[src/rtl/mc_ctrl_pkg.sv]
// mc_ctrl_pkg: shared states, opcodes, select encodings and ALU opcodes for the multi-cycle controller
package mc_ctrl_pkg;
  typedef enum logic [3:0] {
    S_FETCH, S_DECODE, S_MEMADR, S_MEMREAD, S_MEMWB, S_MEMWRITE, S_EXER,
    S_EXEI, S_ALUWB, S_BRANCH, S_JAL, S_JALR, S_LUI, S_AUIPC
  } state_e;
  typedef enum logic [1:0] {CLS_ADD, CLS_R, CLS_I, CLS_BR} alu_cls_e;
  localparam logic [6:0] OP_LOAD   = 7'b0000011;
  localparam logic [6:0] OP_STORE  = 7'b0100011;
  localparam logic [6:0] OP_R      = 7'b0110011;
  localparam logic [6:0] OP_I      = 7'b0010011;
  localparam logic [6:0] OP_BRANCH = 7'b1100011;
  localparam logic [6:0] OP_JAL    = 7'b1101111;
  localparam logic [6:0] OP_JALR   = 7'b1100111;
  localparam logic [6:0] OP_LUI    = 7'b0110111;
  localparam logic [6:0] OP_AUIPC  = 7'b0010111;
  localparam logic [3:0] ALU_OPCODE_ADD  = 4'd0;
  localparam logic [3:0] ALU_OPCODE_SUB  = 4'd1;
  localparam logic [3:0] ALU_OPCODE_SLL  = 4'd2;
  localparam logic [3:0] ALU_OPCODE_SLT  = 4'd3;
  localparam logic [3:0] ALU_OPCODE_SLTU = 4'd4;
  localparam logic [3:0] ALU_OPCODE_XOR  = 4'd5;
  localparam logic [3:0] ALU_OPCODE_SRL  = 4'd6;
  localparam logic [3:0] ALU_OPCODE_SRA  = 4'd7;
  localparam logic [3:0] ALU_OPCODE_OR   = 4'd8;
  localparam logic [3:0] ALU_OPCODE_AND  = 4'd9;
  localparam logic [1:0] SRC_A_PC = 2'b00, SRC_A_OLDPC = 2'b01, SRC_A_RS1 = 2'b10, SRC_A_ZERO = 2'b11;
  localparam logic [1:0] SRC_B_RS2 = 2'b00, SRC_B_IMM = 2'b01, SRC_B_FOUR = 2'b10;
  localparam logic [1:0] RES_ALUOUT = 2'b00, RES_MEM = 2'b01, RES_ALU = 2'b10;
  localparam logic [2:0] IMM_I = 3'b000, IMM_S = 3'b001, IMM_B = 3'b010, IMM_U = 3'b011, IMM_J = 3'b100;
  typedef struct packed {
    logic       pc_write;
    logic       ir_write;
    logic       adr_src;
    logic       mem_write;
    logic       reg_write;
    logic [1:0] alu_src_a;
    logic [1:0] alu_src_b;
    logic [2:0] imm_src;
    logic [1:0] result_src;
    logic       illegal;
    logic       instr_done;
  } ctrl_t;
  function automatic logic [2:0] imm_fmt(input logic [6:0] op);
    return op == OP_STORE ? IMM_S : op == OP_BRANCH ? IMM_B :
           (op == OP_LUI || op == OP_AUIPC) ? IMM_U : op == OP_JAL ? IMM_J : IMM_I;
  endfunction
endpackage

[src/rtl/multicycle_controller_alu_decoder.sv]
// alu_decoder: maps the state's ALU class plus funct3/funct7[5] to an ALU opcode
module alu_decoder
  import mc_ctrl_pkg::*;
(
  input  logic [1:0] cls,
  input  logic [2:0] funct3,
  input  logic       funct7_5,
  output logic [3:0] alu_ctrl
);
  logic       alt;
  logic [3:0] arith;
  always_comb begin
    alt = funct7_5 && (cls == CLS_R || funct3 == 3'b101);
    case (funct3)
      3'b000:  arith = alt ? ALU_OPCODE_SUB : ALU_OPCODE_ADD;
      3'b001:  arith = ALU_OPCODE_SLL;
      3'b010:  arith = ALU_OPCODE_SLT;
      3'b011:  arith = ALU_OPCODE_SLTU;
      3'b100:  arith = ALU_OPCODE_XOR;
      3'b101:  arith = alt ? ALU_OPCODE_SRA : ALU_OPCODE_SRL;
      3'b110:  arith = ALU_OPCODE_OR;
      3'b111:  arith = ALU_OPCODE_AND;
      default: arith = ALU_OPCODE_ADD;
    endcase
    alu_ctrl = cls == CLS_BR  ? (funct3[2:1] == 2'b00 ? ALU_OPCODE_SUB : ALU_OPCODE_SLT) :
               cls == CLS_ADD ? ALU_OPCODE_ADD : arith;
  end
endmodule

[src/rtl/multicycle_controller.sv]
// multicycle_controller: Moore FSM sequencing the multi-cycle RV32I datapath.
// Define MEM_WAIT_EN to add the mem_ready handshake that stalls FETCH, MEMREAD and MEMWRITE.
module multicycle_controller
  import mc_ctrl_pkg::*;
(
  input  logic        clk,
  input  logic        rst,
  input  logic [31:0] instr,
  input  logic        zero,
`ifdef MEM_WAIT_EN
  input  logic        mem_ready,
`endif
  output logic        pc_write,
  output logic        ir_write,
  output logic        adr_src,
  output logic        mem_write,
  output logic        reg_write,
  output logic [1:0]  alu_src_a,
  output logic [1:0]  alu_src_b,
  output logic [3:0]  alu_ctrl,
  output logic [2:0]  imm_src,
  output logic [1:0]  result_src,
  output logic        illegal,
  output logic        instr_done
);
  state_e     state_q, state_d;
  ctrl_t      c;
  logic [1:0] cls;
  logic [3:0] alu_dec;
  logic       rdy;
  logic [6:0] opcode;
  logic       unused_instr;
`ifdef MEM_WAIT_EN
  assign rdy = mem_ready;
`else
  assign rdy = 1'b1;
`endif
  assign opcode = instr[6:0];
  assign unused_instr = ^{instr[31], instr[29:15], instr[11:7]};
  always_ff @(posedge clk) state_q <= rst ? S_FETCH : state_d;
  always_comb begin
    c = '0;
    cls = CLS_ADD;
    state_d = state_q;
    case (state_q)
      S_FETCH: begin
        c.ir_write = rdy;
        c.pc_write = rdy;
        c.alu_src_b = SRC_B_FOUR;
        c.result_src = RES_ALU;
        state_d = rdy ? S_DECODE : S_FETCH;
      end
      S_DECODE: begin
        c.alu_src_a = SRC_A_OLDPC;
        c.alu_src_b = SRC_B_IMM;
        c.imm_src = imm_fmt(opcode);
        case (opcode)
          OP_LOAD, OP_STORE: state_d = S_MEMADR;
          OP_R:              state_d = S_EXER;
          OP_I:              state_d = S_EXEI;
          OP_BRANCH:         state_d = S_BRANCH;
          OP_JAL:            state_d = S_JAL;
          OP_JALR:           state_d = S_JALR;
          OP_LUI:            state_d = S_LUI;
          OP_AUIPC:          state_d = S_AUIPC;
          default: begin
            c.illegal = 1'b1;
            c.instr_done = 1'b1;
            state_d = S_FETCH;
          end
        endcase
      end
      S_MEMADR: begin
        c.alu_src_a = SRC_A_RS1;
        c.alu_src_b = SRC_B_IMM;
        c.imm_src = imm_fmt(opcode);
        state_d = opcode == OP_STORE ? S_MEMWRITE : S_MEMREAD;
      end
      S_MEMREAD: begin
        c.adr_src = 1'b1;
        state_d = rdy ? S_MEMWB : S_MEMREAD;
      end
      S_MEMWB: begin
        c.result_src = RES_MEM;
        c.reg_write = 1'b1;
        c.instr_done = 1'b1;
        state_d = S_FETCH;
      end
      S_MEMWRITE: begin
        c.adr_src = 1'b1;
        c.mem_write = 1'b1;
        c.instr_done = rdy;
        state_d = rdy ? S_FETCH : S_MEMWRITE;
      end
      S_EXER: begin
        c.alu_src_a = SRC_A_RS1;
        cls = CLS_R;
        state_d = S_ALUWB;
      end
      S_EXEI: begin
        c.alu_src_a = SRC_A_RS1;
        c.alu_src_b = SRC_B_IMM;
        c.imm_src = IMM_I;
        cls = CLS_I;
        state_d = S_ALUWB;
      end
      S_ALUWB: begin
        c.reg_write = 1'b1;
        c.instr_done = 1'b1;
        state_d = S_FETCH;
      end
      S_BRANCH: begin
        c.alu_src_a = SRC_A_RS1;
        cls = CLS_BR;
        c.pc_write = (instr[12] && (instr[14] || !instr[13])) ? !zero : zero;
        c.instr_done = 1'b1;
        state_d = S_FETCH;
      end
      // JAL also finishes JALR: ALUOut already holds the jump target from DECODE or JALR
      S_JAL: begin
        c.alu_src_a = SRC_A_OLDPC;
        c.alu_src_b = SRC_B_FOUR;
        c.pc_write = 1'b1;
        state_d = S_ALUWB;
      end
      S_JALR: begin
        c.alu_src_a = SRC_A_RS1;
        c.alu_src_b = SRC_B_IMM;
        c.imm_src = IMM_I;
        state_d = S_JAL;
      end
      S_LUI: begin
        c.alu_src_a = SRC_A_ZERO;
        c.alu_src_b = SRC_B_IMM;
        c.imm_src = IMM_U;
        state_d = S_ALUWB;
      end
      S_AUIPC: begin
        c.alu_src_a = SRC_A_OLDPC;
        c.alu_src_b = SRC_B_IMM;
        c.imm_src = IMM_U;
        state_d = S_ALUWB;
      end
      default: state_d = S_FETCH;
    endcase
  end
  alu_decoder u_alu_decoder (
    .cls      (cls),
    .funct3   (instr[14:12]),
    .funct7_5 (instr[30]),
    .alu_ctrl (alu_dec)
  );
  assign {pc_write, ir_write, adr_src, mem_write, reg_write, alu_src_a, alu_src_b,
          imm_src, result_src, illegal, instr_done} = rst ? '0 : c;
  assign alu_ctrl = rst ? 4'd0 : alu_dec;
endmodule

[config.mk]
export PLATFORM = sky130hd
export DESIGN_NAME = multicycle_controller
export DESIGN_NICKNAME = d
export VERILOG_FILES = /design/src/rtl/mc_ctrl_pkg.sv /design/src/rtl/multicycle_controller_alu_decoder.sv /design/src/rtl/multicycle_controller.sv
export SDC_FILE = /design/constraint.sdc
export NUM_CORES = 1
export LEC_CHECK = 0
export BUFFER_PORTS_ARGS = -buffer_cell sky130_fd_sc_hd__buf_2
export CAP_MARGIN = 5
export CORE_UTILIZATION = 43
export CTS_CLUSTER_DIAMETER = 40
export DETAILED_ROUTE_END_ITERATION = 8
export GPL_ROUTABILITY_DRIVEN = 0
export PLACE_DENSITY = 0.82
export SYNTH_ARGS = -nofsm -noshare
export SYNTH_HDL_FRONTEND = slang
export SYNTH_SLANG_ARGS = --single-unit
[constraint.sdc]
create_clock -name clk -period 3.99 [get_ports clk]
set_input_delay 0.5985 -clock clk [delete_from_list [all_inputs] [get_ports clk]]
set_output_delay 0.5985 -clock clk [all_outputs]
set_load 0.02 [all_outputs]
# Word level (Yosys, flattened, before mapping)
# Cells that the tools add are included.
[totals] output_inout_bits=20 ram_bits=0 regBits=4 elab_cells=84 latchBits=0 rom_bits=0 mem_count=0
[op_classes] n_reduce_logical=23 add_sub_neg=0 magnitude_cmp=0 shifts=0 mul=0 div=0 bitwise_logic=0 mux=29 n_eq_ne=31
[op_table] operator="$pmux 4 s8" count=2
[op_table] operator="$eq 4x4->1 const B" count=6
[op_table] operator="$pmux 4 s6" count=1
[op_table] operator="$eq 7x6->1 const B" count=3
[op_table] operator="$eq 7x7->1 const B" count=3
[op_table] operator="$eq 4x3->1 const B" count=4
[op_table] operator="$mux 16" count=1
[op_table] operator="$mux 3" count=5
[op_table] operator="$eq 7x5->1 const B" count=2
[op_table] operator="$eq 3x3->1 const B" count=4
[op_table] operator="$mux 4" count=3
[op_table] operator="$pmux 2 s3" count=2
[op_table] operator="$reduce_or 2->1" count=6
[op_table] operator="$reduce_or 5->1" count=2
[op_table] operator="$reduce_or 9->1" count=1
[op_table] operator="$eq 4x2->1 const B" count=2
[op_table] operator="$mux 1" count=8
[op_table] operator="$pmux 2 s2" count=2
[op_table] operator="$eq 7x2->1 const B" count=1
[op_table] operator="$eq 3x2->1 const B" count=2
[op_table] operator="$pmux 3 s2" count=1
[op_table] operator="$reduce_or 6->1" count=1
[op_table] operator="$eq 4x1->1 const B" count=1
[op_table] operator="$logic_not 2->1" count=2
[op_table] operator="other kinds (12)" count=18

# Logic depth before layout (Yosys ltp)
# Gate-level depths: netlist of the first run.
[depth] ltp_word=10 mapped_depth=5 ltp_nobuf=4

# By module
# A second synthesis of the first run with hierarchy kept.
[unflattened] hier_cells=117 area_unflattened_um2=783.3
[modules_own_cells] module="multicycle_controller" area_each_um2=674.4 cells_each=100 n_inst=1
[modules_own_cells] module="alu_decoder" area_each_um2=108.9 cells_each=17 n_inst=1

# Worst setup path before layout of the first run
# OpenSTA, ideal clock, no wires.
[synth_path] kind="input to output" from="in instr[6]" to="out imm_src[2]" slack_ns=1.530 arrival_ns=1.861 required_ns=3.391 cell_stages=4 cell_sequence="buf_2 -> nand3b_1 -> or2_1 -> nor4b_1"
[synth_between] elab_chain_cells=7 elab_cells_between_ends=12 cone_classes="eq/ne (5); mux (6); reduce/logical (1)"
[synth_rtl] item="start, declared" line_no="multicycle_controller.sv:8" text="input logic [31:0] instr,"
[synth_rtl] item="$eq 7x7->1 (tied with other cells)" line_no="mc_ctrl_pkg.sv:46" text="(op == OP_LUI || op == OP_AUIPC) ? IMM_U : op == OP_JAL ? IMM_J : IMM_I;"
[synth_rtl] item="$mux 3 or $logic_or 1x1->1 (tied branches)" line_no="mc_ctrl_pkg.sv:46"
[synth_rtl] item="$mux 3" line_no="mc_ctrl_pkg.sv:46"
[synth_rtl] item="$mux 3" line_no="mc_ctrl_pkg.sv:45" text="return op == OP_STORE ? IMM_S : op == OP_BRANCH ? IMM_B :"
[synth_rtl] item="$mux 3 *" line_no="mc_ctrl_pkg.sv:45"
[synth_rtl] item="$pmux 3 s2 *" line_no="multicycle_controller.sv:45" text="case (state_q)"
[synth_rtl] item="$mux 16 *" line_no="multicycle_controller.sv:154" text="imm_src, result_src, illegal, instr_done} = rst ? '0 : c;"
[synth_rtl] item="end, declared" line_no="multicycle_controller.sv:21" text="output logic [2:0] imm_src,"
# Every way passes the cells marked *; elsewhere a longest branch is shown, timed or not.

# Worst setup path after layout of the first run
[layout_path] from="reg state_q[1]" to="out imm_src[2]"
[layout_between] elab_chain_cells=4 elab_cells_between_ends=8 cone_classes="eq/ne (4); mux (2); reduce/logical (2)"
[layout_rtl] item="start, declared" line_no="multicycle_controller.sv:26" text="state_e state_q, state_d;"
[layout_rtl] item="start signal, assigned" line_no="multicycle_controller.sv:40" text="always_ff @(posedge clk) state_q <= rst ? S_FETCH : state_d;"
[layout_rtl] item="$eq 4x4->1 (tied with other cells)" line_no="multicycle_controller.sv:45"
[layout_rtl] item="$reduce_or 2->1 (no source line)"
[layout_rtl] item="$pmux 3 s2 *" line_no="multicycle_controller.sv:45"
[layout_rtl] item="$mux 16 *" line_no="multicycle_controller.sv:154"
# Marks and branches as above.

==> metrics.md, run 1 <==
| Metric | Value |
|---|---|
| Clk root buf | `clkbuf_4` |
| Cell taking the most area after synthesis | `dfxtp_1` |
| CP endpoint kind | `output pin` |
| Post-synthesis xor/xnor area fraction | `0.0460` |
| TritonCTS Buffers | `3` |
| GR met3 Demand/Resource | `0.0245` |
| R2r startpoint | `state_q[1]$_SDFF_PP0_` |
| HP Class | `in2reg` |
| Average size of a mapped cell | `roughly 6.7 sq um` |
| Crit Path Class | `reg2out` |
| First-pass GRT wire length | `3060 microns` |
| # Post-CTS Setup Buffers | `0` |
| Clock net sink count | `4` |
| Critical Path Start | `state_q[1]$_SDFF_PP0_` |
| Total Nets Final | `174` |
| Clk buf depth | `2` |
| Max-slew violation count | `0` |
| Top-count cell post-synth | `a21oi_1` |
| WL per Instance | `12.2 microns` |
| Die width | `between 40 and 50 microns` |
| Setup TNS Final | `0 ns` |
| IO buf count | `33` |
| Post-synth EDFFs | `0` |
| Worst hold path endpoint | `state_q[2]$_SDFF_PP0_` |
| GR Util met1 | `0.280` |
| Hold_sp | `instr[4]` |
| Design Area, Final | `903 sq um` |
| F_max | `~0.39 GHz` |
| CTS tree | `yes` |
| Rel. slew slack | `0.532` |
| Register name with the most flops | `state_q` |
| Final setup fails | `0` |
| Layout cells sized above 1 | `0.321` |
| RSZ-0062 raised after global routing | `no` |
| Synth unique cells | `46` |
| Ys async rst share | `0` |
| R2R cell count | `4` |
| Synth Flop Type | `dfxtp_1` |
| Worst R2R Setup Slack | `2.38 ns` |
| Status | `complete, no violations` |
| Area of the multi-input gates | `601 sq um` |
| Cell types occupying the most area after synthesis | `dfxtp_1, a21oi_1, buf_2` |
| Final ANT Viol Nets | `0` |
| Cell depth of the worst hold path | `3` |
| Largest regs | `state_q: 4 flops` |
| Register area share after synthesis | `0.105` |
| Critical path peak fanout | `23` |
| 1st-pass router iterations | `6` |
| Vias per cell | `6.16` |
| Register area | `80.1 sq um` |
| Synthesized area | `762 sq um` |
| Initial Util | `0.483` |
| Maximum VDD drop | `0.121 mV` |
| P per Cell Area | `roughly 170 mW/mm^2` |
| Max-cap viol count | `0` |
| Diodes inserted | `0` |
| Post-cts sizing count | `0` |
| Vias in the first global route | `730` |
| Setup Skew | `0.00325 ns` |
| Crit path time final | `2.54 ns` |
| Commonest cells in the netlist | `a21oi_1, nand2_1, nor2_1` |
| GR Util met2 | `0.329` |
| Largest register FFs | `4` |
| Die footprint | `0.00194 sq mm` |
| Routed Wire Length | `1870 microns` |
| Mux share of post-synthesis cell area | `0` |
| Skew-Pair Late Insertion Delay | `0.23 ns` |
| Largest net degree at the start of global routing | `24` |
| Share of the synthesized area in the top cell type | `0.105` |
| Reg clk slew, reported paths | `approximately 0.040 ns` |
| Drt drc | `0` |
| H-tree depth | `1` |
| Sequence of cells on the critical path | `xnor2_1, nor3_2, nand2_1, nor4b_1, buf_2` |
| Synth Area in Compound Gates | `0.304` |
| Final Hold Fails | `0` |
| Area delta synth->final | `18.6%` |
| Global route overflow | `0` |
| Critical-path top delay cell | `dfxtp_1` |
| Pleak | `between 0.4 and 0.5 nW` |
| Critical path required time | `between 3 and 4 ns` |
| Crit Reg-Reg Endpoint | `state_q[1]$_SDFF_PP0_` |
| # rows | `14` |
| CORE AREA | `around 0.0016 sq mm` |
| Placed Area | `~880 sq um` |
| DRT iter0 DRCs | `32` |
| Largest stage delay on the critical path | `0.76 ns` |
| Largest family of logic cells by synthesized area | `simple AND/OR/NAND/NOR gates` |
| Final period util | `0.636` |
| Fillers | `164` |
| WP data arrival | `1.94 ns` |
| Syn_nets | `148` |
| Io pins | `55` |
| Initial antenna violation count | `0` |
| Adder-cell share of the synthesized area | `0` |
| Total global-route track usage | `0.198` |
| Worst slew pin tran | `0.701 ns` |
| Die H | `44.1 microns` |
| Yosys warns | `0` |
| Post-synthesis sequential element count | `4` |
| Post-CTS Hold Fix Bufs | `0` |
| HPWL after DPL | `around 1400 microns` |
| Synth Area in Simple Gates | `0.438` |
| GR peak layer | `met2` |
| Synth Instances | `113` |
| Critical Path Start Type | `flip-flop` |
| Total number of vias | `943` |
## power breakdown
group,internal (mW),switching (mW),leakage [nW]
Sequential,0.0413,0.00587,0.0326
Combinational,0.0236,0.0343,0.365
Clock,0.0336,0.0161,0.0138
## worst max-delay path by stage
stage	slack (ns)	depth (start not counted)	end
2_1_floorplan	1.53	4	imm_src[2]
3_3_place_gp	1.55	6	instr_done
3_5_place_dp	1.53	6	instr_done
4_1_cts	1.45	5	imm_src[2]
5_1_grt	1.29	4	alu_ctrl[1]
6_report	1.45	5	imm_src[2]
## per-stage QoR
| stage | instances | setup slack [ns] | power, mW | util | hold WS, ns |
|---|---|---|---|---|---|
| after detailed placement | 150 | 1.53 | 0.105 | 0.559 | 0.731 |
| after floorplan | 113 | 1.53 | 0.0876 | - | 0.666 |
| after global placement | 150 | 1.55 | 0.104 | 0.559 | 0.703 |
| after global routing | 153 | 1.29 | 0.168 | 0.573 | 0.724 |
| after CTS | 153 | 1.45 | 0.156 | 0.573 | 0.700 |
| final | 153 | 1.45 | 0.155 | 0.573 | 0.707 |
## worst max-delay path: cells and delay by family, from the launching register on
kind / cells / cell delay [ns]
buffers and inverters: 1 / 0.21
DFF: 1 / 0.76
and+or+nand+nor: 3 / 0.55
xor gates and xnor gates: 1 / 0.18
## cell usage in the layout (no fill, tap or decap), types with 2 or more instances in the layout
cell type	n
nand2b_1	5
nand2_1	9
nand3_1	6
o31ai_1	2
or3_1	2
dfxtp_1	4
nor3_1	5
o21ai_0	5
nor4_1	3
nand3b_1	5
xnor2_1	3
clkbuf_4	3
buf_2	33
inv_1	3
a21o_1	2
a211oi_1	2
a221o_1	2
nor2_1	9
a21oi_1	10
## area by class of cell
cell class / count / share of cell area
multi-input combinational: 93 / 0.665
timing repair buffer: 33 / 0.183
sequential: 4 / 0.0886
clock buffer: 3 / 0.0249
tap: 16 / 0.0222
inverter: 4 / 0.0166
## layer usage
metal  vias up  share of wire
met5         -              0
met4         0              0
met3         0          0.049
met2        32           0.51
met1       443           0.44
li1        468              -
## cell families (layout without fill, tap and decap cells)
group | after synthesis | count (layout)
flip-flops | 4 | 4
AND/OR/NAND/NOR | 56 | 56
XOR/XNOR | 4 | 4
AO/OA/AOI/OAI | 33 | 33
buffers and inverters | 16 | 40
Note: power is estimated with default switching activity, not from simulation.
==> inputs of run 2 (changes only) <==
Settings changed: ABC_AREA set to 1, CORE_UTILIZATION 43 to 39, PLACE_DENSITY 0.82 to 0.78.
Clock period 3.99 ns to 2.6 ns, I/O delays scaled along.
==> run 2 against run 1 <==
Effect of this change: worst hold slack got worse by 0.24 ns; critical path depth rose by 2; count of clock-buffer cells in the layout unchanged; the flow now finishes with violations (design-rule violations); sequential cell count did not move; highest routed layer is now met4; power increased by 50%; global-route usage fell by 0.54 points; combinational power is 53% higher; non-clock buffer count stayed put; first-iteration DRC count decreased by 22%; clock power is 57% higher; largest cell class unchanged; critical endpoint is now imm_src[1]; design area fell by 1.2%; setup slack worse by 0.79 ns.
==> metrics.md, run 2 <==
| Metric | Value |
|---|---|
| Vias per cell | `4.86` |
| Syn_nets | `170` |
| Critical Path Start | `state_q[1]$_SDFF_PP0_` |
| IO buf count | `33` |
| Crit Reg-Reg Endpoint | `state_q[1]$_SDFF_PP0_` |
| Setup TNS Final | `0 ns` |
| R2R cell count | `6` |
| Worst slew pin tran | `0.484 ns` |
| RSZ-0062 raised after global routing | `no` |
| HPWL after DPL | `1480 microns` |
| Total global-route track usage | `0.192` |
| Clock net sink count | `4` |
| Fillers | `about 170` |
| Synth Instances | `135` |
| First-pass GRT wire length | `2960 microns` |
| Max-slew violation count | `0` |
| Hold_ws | `0.465 ns` |
| Area delta synth->final | `28.0%` |
| Status | `complete, but fails checks` |
| Synth unique cells | `24` |
| Ys async rst share | `0` |
| Share of the synthesized area in the top cell type | `0.199` |
| Commonest cells in the netlist | `nand2_1, nor2_1, inv_1` |
| Die H | `between 40 and 50 microns` |
| Total Nets Final | `205` |
| Vias in the first global route | `752` |
| Die width | `44.3 microns` |
| Worst R2R Setup Slack | `1.35 ns` |
| DRT iter0 DRCs | `25` |
| Worst hold path endpoint | `state_q[0]$_SDFF_PP0_` |
| Hold_sp | `rst` |
| CORE AREA | `~0.0016 sq mm` |
| Clk buf depth | `2` |
| Cell types occupying the most area after synthesis | `nand2_1, nor2_1, dfxtp_1` |
| Failing checks | `design-rule violations` |
| Diodes inserted | `0` |
| Yosys warns | `0` |
| Post-synthesis sequential element count | `4` |
| CP endpoint kind | `output pin` |
| Drt drc | `1` |
| Final period util | `0.746` |
| Critical Path Start Type | `flip-flop` |
| # rows | `14` |
| Initial Util | `0.437` |
| Most frequent cells in the layout | `nand2_1, buf_2, nor2_1, inv_1, a21oi_1` |
| Maximum VDD drop | `between 0.2 and 0.3 mV` |
| F_max | `0.516 GHz` |
| Crit path time final | `slightly below 2 ns` |
| Pre-CTS setup slack | `0.758 ns` |
| WL per Instance | `slightly above 9 microns` |
| Most common cell after layout, fill and taps aside | `nand2_1` |
| P per Cell Area | `~260 mW/mm^2` |
| Post-cts sizing count | `0` |
| Average size of a mapped cell | `slightly above 5 sq um` |
| Critical path peak fanout | `8` |
| Final setup fails | `0` |
| Crit Path Class | `reg2out` |
| Post-CTS Hold Fix Bufs | `0` |
| Top-count cell post-synth | `nand2_1` |
| Largest net degree at the start of global routing | `13` |
| Synthesized area | `697 sq um` |
| Reg clk slew, reported paths | `approximately 0.04 ns` |
| Initial antenna violation count | `0` |
| Cell taking the most area after synthesis | `nand2_1` |
| Layout cells sized above 1 | `0.321` |
| R2r startpoint | `state_q[1]$_SDFF_PP0_` |
| Post-synth EDFFs | `0` |
| H-tree depth | `1` |
| Io pins | `55` |
| HP Class | `in2reg` |
| Synth Flop Type | `dfxtp_1` |
| 1st-pass router iterations | `8` |
| Cell depth of the worst hold path | `2` |
| Setup slack after layout | `0.660 ns` |
| CTS tree | `yes` |
| Max-cap viol count | `0` |
| Critical path required time | `2.21 ns` |
| Die footprint | `0.00196 sq mm` |
| TritonCTS Buffers | `3` |
| Skew-Pair Late Insertion Delay | `0.24 ns` |
| Register area share after synthesis | `0.115` |
| Register name with the most flops | `state_q` |
| PnR Total Power | `between 200 and 250 uW` |
| Rel. slew slack | `0.677` |
| Total number of vias | `934` |
| Clk root buf | `clkbuf_4` |
| Routed Wire Length | `1790 microns` |
| Pleak | `about 0.53 nW` |
| WP data arrival | `1.55 ns` |
| Setup Skew | `0.00376 ns` |
| Global route overflow | `0` |
| Largest register FFs | `4` |
| Final Hold Fails | `0` |
| # Post-CTS Setup Buffers | `0` |
| Largest regs | `state_q: 4 flops` |
| Final ANT Viol Nets | `0` |
run 2: stage by stage:
step	utilization	area (sq um)	std cells
finish	0.560	892	192
global placement	0.546	870	189
detailed placement	0.546	870	189
global route	0.560	892	192
CTS	0.560	892	192
floorplan	-	697	135
run 2: cell families after synthesis:
logic type | after synthesis | synth area share
compound gates | 21 | 0.174
buf+inv | 24 | 0.145
flops | 4 | 0.115
simple gates | 86 | 0.566
run 2: final cells by class:
cell class | count | area (sq um) | area share
clock buffers | 3 | 22.5 | 0.0252
well taps | 24 | 30.0 | 0.0337
flip-flops and latches | 4 | 80.1 | 0.0898
multi-input cells | 107 | 515 | 0.578
inverters | 21 | 78.8 | 0.0884
repair buffers | 33 | 165 | 0.185
run 2: critical path: stages, from the launching register on:
cell and delay (ns):
dfxtp_1 0.61, nand2_4 0.09, inv_2 0.06, nand2_1 0.09, nand2_2 0.10, o21ai_2 0.08
nor2_1 0.11, buf_2 0.16
run 2: layer usage:
layer,up-vias,part of all wire,track usage,wire (microns)
li1,491,-,-,-
met1,402,0.49,0.274,880
met2,39,0.43,0.297,774
met3,2,0.070,0.0367,126
met4,0,0.0056,0.0485,10
met5,-,0,0,0
run 2: power by group:
group	internal, mW	switching [mW]
clock	0.0517	0.0266
combinational	0.0297	0.0590
sequential	0.0634	0.00236
total	0.145	0.0879
run 2: worst max path at each step:
stage / end / cells past startpoint
floorplan: result_src[1] / 3
global placement: pc_write / 7
detailed placement: pc_write / 7
CTS: imm_src[1] / 7
global route: imm_src[1] / 7
finish: imm_src[1] / 7
